--- config.mk ---
export PLATFORM = sky130hd
export DESIGN_NAME = alu_arbiter
export DESIGN_NICKNAME = d
export VERILOG_FILES = /design/src/rtl/alu_arbiter_pkg.sv /design/src/rtl/alu_arbiter_alu.sv /design/src/rtl/alu_arbiter.sv
export SDC_FILE = /design/constraint.sdc
export NUM_CORES = 1
export LEC_CHECK = 0
export ABC_AREA = 1
export CELL_PAD_IN_SITES_DETAIL_PLACEMENT = 1
export CELL_PAD_IN_SITES_GLOBAL_PLACEMENT = 1
export CORE_MARGIN = 4
export CORE_UTILIZATION = 30
export DETAILED_ROUTE_END_ITERATION = 10
export HOLD_SLACK_MARGIN = 0.1
export PLACE_DENSITY = 0.74
export SYNTH_ARGS = -nofsm -noshare
export SYNTH_HDL_FRONTEND = slang
export SYNTH_SLANG_ARGS = --single-unit
--- constraint.sdc ---
create_clock -name clk -period 1.8 [get_ports clk]
set_input_delay 0.36 -clock clk [delete_from_list [all_inputs] [get_ports clk]]
set_output_delay 0.36 -clock clk [all_outputs]
set_load 0.1 [all_outputs]
--- src/rtl/alu_arbiter_pkg.sv ---
// Shared opcode, FSM-state and captured-request definitions for the ALU arbiter.
package alu_arbiter_pkg;

    localparam logic [1:0] OP_ADD = 2'b00;
    localparam logic [1:0] OP_SUB = 2'b01;
    localparam logic [1:0] OP_AND = 2'b10;
    localparam logic [1:0] OP_OR  = 2'b11;

    typedef enum logic [1:0] {
        S_IDLE = 2'd0,
        S_EXEC = 2'd1,
        S_RESP = 2'd2
    } state_t;

    typedef struct packed {
        logic [1:0] op;
        logic [7:0] a;
        logic [7:0] b;
        logic       id;
    } cap_t;

endpackage

--- src/rtl/alu_arbiter_alu.sv ---
// Shared 8-bit ALU (ADD/SUB/AND/OR); op[0] is also the subtract carry-in.
module alu
    import alu_arbiter_pkg::*;
(
    input  logic [1:0] op,
    input  logic [7:0] a,
    input  logic [7:0] b,
    output logic [7:0] y,
    output logic       cout
);

    logic [7:0] b_eff;
    logic [8:0] sum;

    // SUB is a + ~b + 1, with the +1 supplied by op[0]
    assign b_eff = op[0] ? ~b : b;
    assign sum   = {1'b0, a} + {1'b0, b_eff} + {8'd0, op[0]};

    always_comb begin
        y    = sum[7:0];
        cout = sum[8];
        case (op)
            OP_ADD, OP_SUB: y = sum[7:0];
            OP_AND:         y = a & b;
            OP_OR:          y = a | b;
            default:        y = sum[7:0];
        endcase
    end

endmodule

--- src/rtl/alu_arbiter.sv ---
// Round-robin arbiter sharing one ALU between two requesters, with a
// registered, back-pressured response channel.
module alu_arbiter
    import alu_arbiter_pkg::*;
#(
    parameter logic PRIO_RESET = 1'b0
) (
    input  logic       clk,
    input  logic       reset,
    input  logic       req0_valid,
    output logic       req0_ready,
    input  logic [1:0] req0_op,
    input  logic [7:0] req0_a,
    input  logic [7:0] req0_b,
    input  logic       req1_valid,
    output logic       req1_ready,
    input  logic [1:0] req1_op,
    input  logic [7:0] req1_a,
    input  logic [7:0] req1_b,
    output logic       rsp_valid,
    input  logic       rsp_ready,
    output logic       rsp_id,
    output logic [7:0] rsp_data,
    output logic       rsp_zero,
    output logic       busy
);

    state_t     state_q, state_d;
    logic       prio_q, prio_d;
    cap_t       cap_q, cap_d;
    logic       rsp_valid_q, rsp_valid_d;
    logic       rsp_id_q, rsp_id_d;
    logic [7:0] rsp_data_q, rsp_data_d;
    logic       rsp_zero_q, rsp_zero_d;
    logic       busy_q, busy_d;

    logic [1:0] req_valid;
    logic [1:0] req_ready;
    logic       grant;
    logic       accept;
    logic [7:0] alu_y;
    logic       alu_cout_unused;

    assign req_valid = {req1_valid, req0_valid};

    // Priority pointer only matters when both requesters are valid
    assign grant = (req0_valid && req1_valid) ? prio_q : req1_valid;

    for (genvar gi = 0; gi < 2; gi++) begin : g_ready
        assign req_ready[gi] = (state_q == S_IDLE) && !reset &&
                               req_valid[gi] && (grant == 1'(gi));
    end

    assign req0_ready = req_ready[0];
    assign req1_ready = req_ready[1];
    assign accept     = |req_ready;

    alu u_alu (
        .op   (cap_q.op),
        .a    (cap_q.a),
        .b    (cap_q.b),
        .y    (alu_y),
        .cout (alu_cout_unused)
    );

    always_comb begin
        state_d    = state_q;
        prio_d     = prio_q;
        cap_d      = cap_q;
        rsp_id_d   = rsp_id_q;
        rsp_data_d = rsp_data_q;
        rsp_zero_d = rsp_zero_q;
        case (state_q)
            S_IDLE: begin
                if (accept) begin
                    cap_d.op = grant ? req1_op : req0_op;
                    cap_d.a  = grant ? req1_a  : req0_a;
                    cap_d.b  = grant ? req1_b  : req0_b;
                    cap_d.id = grant;
                    prio_d   = ~grant;
                    state_d  = S_EXEC;
                end
            end
            S_EXEC: begin
                rsp_data_d = alu_y;
                rsp_zero_d = (alu_y == 8'h00);
                rsp_id_d   = cap_q.id;
                state_d    = S_RESP;
            end
            S_RESP: begin
                if (rsp_ready) begin
                    state_d = S_IDLE;
                end
            end
            default: state_d = S_IDLE;
        endcase
        rsp_valid_d = (state_d == S_RESP);
        busy_d      = (state_d != S_IDLE);
    end

    always_ff @(posedge clk) begin
        if (reset) begin
            state_q     <= S_IDLE;
            prio_q      <= PRIO_RESET;
            cap_q       <= '0;
            rsp_valid_q <= 1'b0;
            rsp_id_q    <= 1'b0;
            rsp_data_q  <= 8'h00;
            rsp_zero_q  <= 1'b0;
            busy_q      <= 1'b0;
        end else begin
            state_q     <= state_d;
            prio_q      <= prio_d;
            cap_q       <= cap_d;
            rsp_valid_q <= rsp_valid_d;
            rsp_id_q    <= rsp_id_d;
            rsp_data_q  <= rsp_data_d;
            rsp_zero_q  <= rsp_zero_d;
            busy_q      <= busy_d;
        end
    end

    assign rsp_valid = rsp_valid_q;
    assign rsp_id    = rsp_id_q;
    assign rsp_data  = rsp_data_q;
    assign rsp_zero  = rsp_zero_q;
    assign busy      = busy_q;

endmodule

==> flow_summary.toml, run 1 <==
[grt]
grt_overflow = 0
antenna_found_initial = 0
grt_pass1_wl_mm = 11.4
grt_util_all_layers = 0.170
grt_pass1_vias = 2450
grt_max_degree = 23

[clock_network]
cts_tree = "built"
cts_buffers = 5
cts_buffer_depth = 2
h-tree-depth = 2
root_buffer = "clkbuf_8"
ctsHoldBuffers = 0
insertion_delay_ns = 0.29
clock_sinks = 34
cts.reportedPaths.clkPinSlew_ns = 0.07

[logic_synthesis]
synth_area_leader_cell = "dfxtp_1"
ys_seq_area_frac = 0.328
synth_cell_type_count = 32
synthCells = 313
synthTopCellsByArea = "dfxtp_1 (33%), nand2_1 (17%), nor2_1 (6.9%)"
yosysWarnings = 0
ys.flop_type = "dfxtp_1"
syn_area_um2 = 2080
synth_most_common_cell = "nand2_1"
synth_common_cells = "nand2_1 (92), nor2_1 (38), dfxtp_1 (34), inv_1 (32), a31oi_1 (19)"
synth.avg_cell_area_um2 = 6.64
ys_ff_latch = 34
synth_fp_nets = 363
synth_edf_count = 0
async_flop_share = 0
synth_top_cell_area_share = 0.328

[cells_and_area]
syn2layout_area_growth_pct = 66.5
drive_gt1_frac = 0.300
num-nets-final = 450
num_antenna_cells = 0

[timing]
rsz0062_at_grt = "true"
fmax_mhz = 509
hold_viol = 0
whs_ns = 0.498
skew_ns = 0.0100
drv_slew = 0
setup_tns_ns = -0.454
fin_crit_sh = 1.09
max_slew.worst_pin.slew_ns = 0.448
period_needed_ns = 1.96
slew_headroom = 0.698
fin_ws_ns = -0.163
setup_viol = 5

[routing]
drtAntennaViolNets = 0
drt_wl_total_mm = 7.58
drt_iter0_drc = 47
via_count = 2380
dr.pass1.iters = 4
drc_errors = 0
wl_per_cell_um = 15.8
vias_per_cell = 4.96

[setup_path]
cpMaxStageDelayCell = "dfxtp_4"
critPathCaptureType = "flip-flop"
worstPathRequired_ns = 1.99
worst_setup_path_start_kind = "flip-flop"
critPathMaxStageDelay_ns = 0.41
worstSetupPathType = "flip-flop to flip-flop"
crit_family = "simple AND/OR/NAND/NOR gates"
path_buf_inv = 2
worstPathCellList = "buf_8 > xor2_1 > ha_1 > a21o_1 > nor2_2 > nand2_1 > nand2_1 > nand3_2 > nand2_2 > nand2_1 > o211ai_1 > inv_1"
crit_path_frequent_cell = "nand2_1"
critPathArrivalTime_ns = 2.15
path_max_fanout = 7

[power]
netSwitchingPower_w = 0.00120
internal_power_w = 0.00174
cellPowerDensity_nw_per_um2 = 852
ir_drop_mv = 0.400
p_comb_frac = 0.493
leakage_nw = 1.59
p_clk_frac = 0.187
power.share.switching = 0.408
pwr-share-seq = 0.320

[placed_design]
numPortBuffers = 54
dp_hpwl_mm = 5.45
gp_congestion = 0.910

[floorplanning]
die_width_um = 91.2
initial_core_util = 0.307
fp-row-count = 30
core-area_um2 = 6760
die_h_um = 91.2
floorplan.die_area_um2 = 8320
ios = 55

[run]
maxCapViolCount = 0

[worst_hold_path]
min-delay-path-class = "flip-flop to flip-flop"

[outcome]
violations = "setup timing"
status = "finished with violations"
## path summary, 6_finish.rpt
check	start	end	slack [ns]	cells past startpoint
max	cap_q[17]	rsp_data[7]	-0.16	12
min	cap_q[0]	cap_q[0]	0.50	2
min reg2reg	cap_q[0]	cap_q[0]	0.50	2
max reg2reg	cap_q[17]	rsp_data[7]	-0.16	12
## power groups by stage
| stage | Sequential (W) | Combinational (W) | Clock, W |
|---|---|---|---|
| 2_1_floorplan | 0.00112 | 0.000530 | 0 |
| 4_1_cts | 0.000928 | 0.00133 | 0.000561 |
| 3_5_place_dp | 0.000934 | 0.00124 | 0 |
| 6_report | 0.000942 | 0.00145 | 0.000550 |
| 5_1_grt | 0.000954 | 0.00156 | 0.000593 |
| 3_3_place_gp | 0.000931 | 0.00122 | 0 |
## cell families (layout without fill, tap and decap cells)
kind of cell | count (synthesis) | in the layout | share of synthesized area
and+or+nand+nor | 157 | 157 | 0.325
buffers and inverters | 49 | 136 | 0.114
DFF | 34 | 34 | 0.328
AOI/OAI and AO/OA | 62 | 62 | 0.167
adders and majority gates | 9 | 9 | 0.0578
xor gates and xnor gates | 2 | 2 | 0.00844
## through the flow
stage          setup slack (ns)  instances  utilization  total power, W  instance area, µm²
2_1_floorplan          -0.00735        313            -         0.00165                2090
3_3_place_gp             -0.192        468        0.453         0.00215                3060
3_5_place_dp             -0.307        468        0.453         0.00218                3060
4_1_cts                  -0.103        477        0.484         0.00282                3270
5_1_grt                  -0.283        480        0.512         0.00310                3460
6_report                 -0.163        480        0.512         0.00295                3460
## worst min-delay path: stages (launching register included)
cell and delay (ns):
dfxtp_1 0.32, nand2_1 0.07, o21ai_0 0.07
## per-layer routing
metal  up-vias  global-route usage  share of wire
li1       1187                   -              -
met1      1122               0.201           0.43
met2        53               0.300           0.51
met3        18              0.0365          0.035
met4         0              0.0603          0.023
met5         -                   0              0
## layout make-up
class                   instances  area, µm²
clock buffers                   6       72.6
clock inverters                 1       7.51
fillers                       854       3300
inverters                      36        153
multi-input cells             230       1420
flip-flops and latches         34        688
well taps                      80        100
repair buffers                 93       1020
## flip-flops by register name (all words and copies together) (netlist names)
| register | count |
|---|---|
| rsp_id | 1 |
| prio_q | 1 |
| busy | 1 |
| rsp_data | 8 |
| cap_q | 19 |
| state_q | 2 |
| rsp_zero | 1 |
| rsp_valid | 1 |
## placed cells by master (no fill, tap or decap), drive strengths merged, types with 2 or more instances in the layout
cell type      count
ha                 8
nand2             96
xor2               2
clkdlybuf4s50     39
a21oi              7
nor2              41
buf               53
nor3               2
inv               35
o211ai             3
dfxtp             34
o21ai             31
clkbuf             6
nand4              2
a31oi             19
nand3             14
## repair_timing
item / CTS / global route
buffers inserted: 2 / 3
gates cloned: 0 / 0
gates resized for setup: 30 / 43
pin swaps: 11 / 21
setup endpoints to repair: 10 / 9
(Power assumes the default switching activity.)
==> run 2, diff against run 1 <==
--- a/config.mk
+++ b/config.mk
@@ -13,6 +13,7 @@
 export DETAILED_ROUTE_END_ITERATION = 10
 export HOLD_SLACK_MARGIN = 0.1
 export PLACE_DENSITY = 0.74
+export SLEW_MARGIN = 20
 export SYNTH_ARGS = -nofsm -noshare
 export SYNTH_HDL_FRONTEND = slang
 export SYNTH_SLANG_ARGS = --single-unit
==> results of run 2 <==
No change in the layout: final DEF, timing and power equal those of run 1.
==> run 3, diff against run 2 <==
--- a/config.mk
+++ b/config.mk
@@ -17,3 +17,4 @@
 export SYNTH_ARGS = -nofsm -noshare
 export SYNTH_HDL_FRONTEND = slang
 export SYNTH_SLANG_ARGS = --single-unit
+export TNS_END_PERCENT = 10
==> run 3 against run 2 <==
Effect of this change:
- the flow still finishes with violations (setup timing)
- die area unchanged
- first-iteration DRC count is 70% higher
- sequential power down 1%
- sequential share of layout area up 0.54 points
- clock power decreased by 1%
- setup slack improved by 0.030 ns
- critical endpoint is now rsp_zero
==> flow_summary.toml, run 3 (same netlist as run 1, synthesis figures left out) <==
[outcome]
status = "finished with violations"
violations = "setup timing"

[setup_path]
worstPathCellList = "nor2_2 > nor2_4 > fa_2 > nand2_2 > a21boi_4 > nand2_1 > nor2_1 > nand2_1 > nor2_1 > nand3_1 > a21oi_1"
cpMaxStageDelayCell = "fa_2"
r2r_end = "rsp_zero"
reg2reg_from = "cap_q[17]"
worst_r2r_path_depth = 11
critPathMaxStageDelay_ns = 0.45
r2r_slack_ns = -0.13
path_max_fanout = 6
critPathCaptureType = "flip-flop"
cp.depth = 11
path_buf_inv = 0
worst_setup_path_start_kind = "flip-flop"
worstPathRequired_ns = 2.02
critPathArrivalTime_ns = 2.16
worstSetupPathType = "flip-flop to flip-flop"
crit_family = "simple AND/OR/NAND/NOR gates"

[floorplanning]
floorplan.die_area_um2 = 8320
die_h_um = 91.2
ios = 55
core-area_um2 = 6760
initial_core_util = 0.307
die_width_um = 91.2
fp-row-count = 30

[worst_hold_path]
min-delay-path-class = "flip-flop to flip-flop"
worstHoldStart = "cap_q[0]"
hold_path_end = "cap_q[0]"
hold_depth = 2

[power]
cellPowerDensity_nw_per_um2 = 855
ir_drop_mv = 0.376
leakage_nw = 1.57

[grt]
use_met3 = 0.0249
grt-busiest-layer = "met2"
grt_pass1_wl_mm = 11.4
grt_pass1_vias = 2468
use_met2 = 0.297
grt_overflow = 0
antenna_found_initial = 0
grt_max_degree = 23
use_met1 = 0.205
grt_util_all_layers = 0.166

[clock_network]
cts_tree = "built"
cts.reportedPaths.clkPinSlew_ns = 0.07
cts_buffer_depth = 2
clock_sinks = 34
cts_buffers = 5
insertion_delay_ns = 0.29
root_buffer = "clkbuf_8"
ctsHoldBuffers = 0
h-tree-depth = 2

[routing]
via_count = 2325
wl_per_cell_um = 14.4
dr.pass1.iters = 4
drt_wl_total_mm = 6.90
drtAntennaViolNets = 0
drc_errors = 0
drt_iter0_drc = 80
vias_per_cell = 4.86

[cells_and_area]
post-route-util = 0.496
drive_gt1_frac = 0.266
regMostFlops = "cap_q"
fill_cells = 856
final_common_cell = "nand2_1"
syn2layout_area_growth_pct = 61.5
num_antenna_cells = 0
final_cell_mix = "nand2_1 (78), clkdlybuf4s50_1 (39), buf_4 (33)"
num-nets-final = 448
largest_reg_flops = 19

[timing]
fin_ws_ns = -0.133
fin_crit_sh = 1.07
rsz0062_at_grt = "true"
setup_viol = 7
max_slew.worst_pin.slew_ns = 0.366
period_needed_ns = 1.93
whs_ns = 0.494
skew_ns = 0.00747
fmax_mhz = 517
slew_headroom = 0.754
hold_viol = 0
drv_slew = 0

[run]
maxCapViolCount = 0

[placed_design]
dp_hpwl_mm = 5.52
gp_congestion = 0.910
numPortBuffers = 54
[run 3: worst max-delay path by stage]
stage	startpoint	to	slack, ns
3_3_place_gp	cap_q[17]	rsp_data[7]	-0.19
5_1_grt	cap_q[17]	rsp_zero	-0.26
6_report	cap_q[17]	rsp_zero	-0.13
4_1_cts	cap_q[17]	rsp_zero	-0.11
2_1_floorplan	cap_q[17]	rsp_zero	-0.007
3_5_place_dp	cap_q[17]	rsp_zero	-0.29
[run 3: through the flow]
step	setup TNS, ns	worst slack [ns]	area [µm²]	total power [W]	instances
final	-0.462	-0.133	3350	0.00287	478
after global routing	-1.42	-0.256	3350	0.00303	478
after floorplan	-0.00886	-0.00735	2090	0.00165	313
after global placement	-2.55	-0.191	3060	0.00215	468
after detailed placement	-3.97	-0.293	3060	0.00218	468
after CTS	-0.572	-0.108	3270	0.00282	477
[run 3: tightest hold or removal path: cells and delay by family, from the launching register on]
family	cells	cell delay (ns)
and+or+nand+nor	1	0.06
AOI/OAI and AO/OA	1	0.07
DFF	1	0.31
[run 3: where the power goes]
part	internal [W]	leakage, nW	switching (W)
registers	0.000836	0.281	0.0000967
logic	0.000622	1.25	0.000771
clock network	0.000265	0.0373	0.000277
total	0.00172	1.57	0.00114
[run 3: repair_timing]
item                                    CTS  global route
endpoints found under the setup margin   10            10
setup buffers                             2             1
resized for setup                        31            19
pin swaps                                16            14
hold endpoints to repair                  0             0
[run 3: cell type report]
class                      count  area [µm²]  share of cell area
sequential                    34         686               0.204
timing repair buffer          91         997               0.297
clock inverter                 1        7.51             0.00224
multi-input combinational    230        1340               0.401
inverter                      36         148              0.0440
clock buffer                   6        72.6              0.0216
tap                           80         100              0.0298
[run 3: metal layers]
layer | routed length (µm) | part of all wire
met2 | 3480 | 0.50
met3 | 183 | 0.027
met4 | 60 | 0.0087
met1 | 3180 | 0.46
met5 | 0 | 0
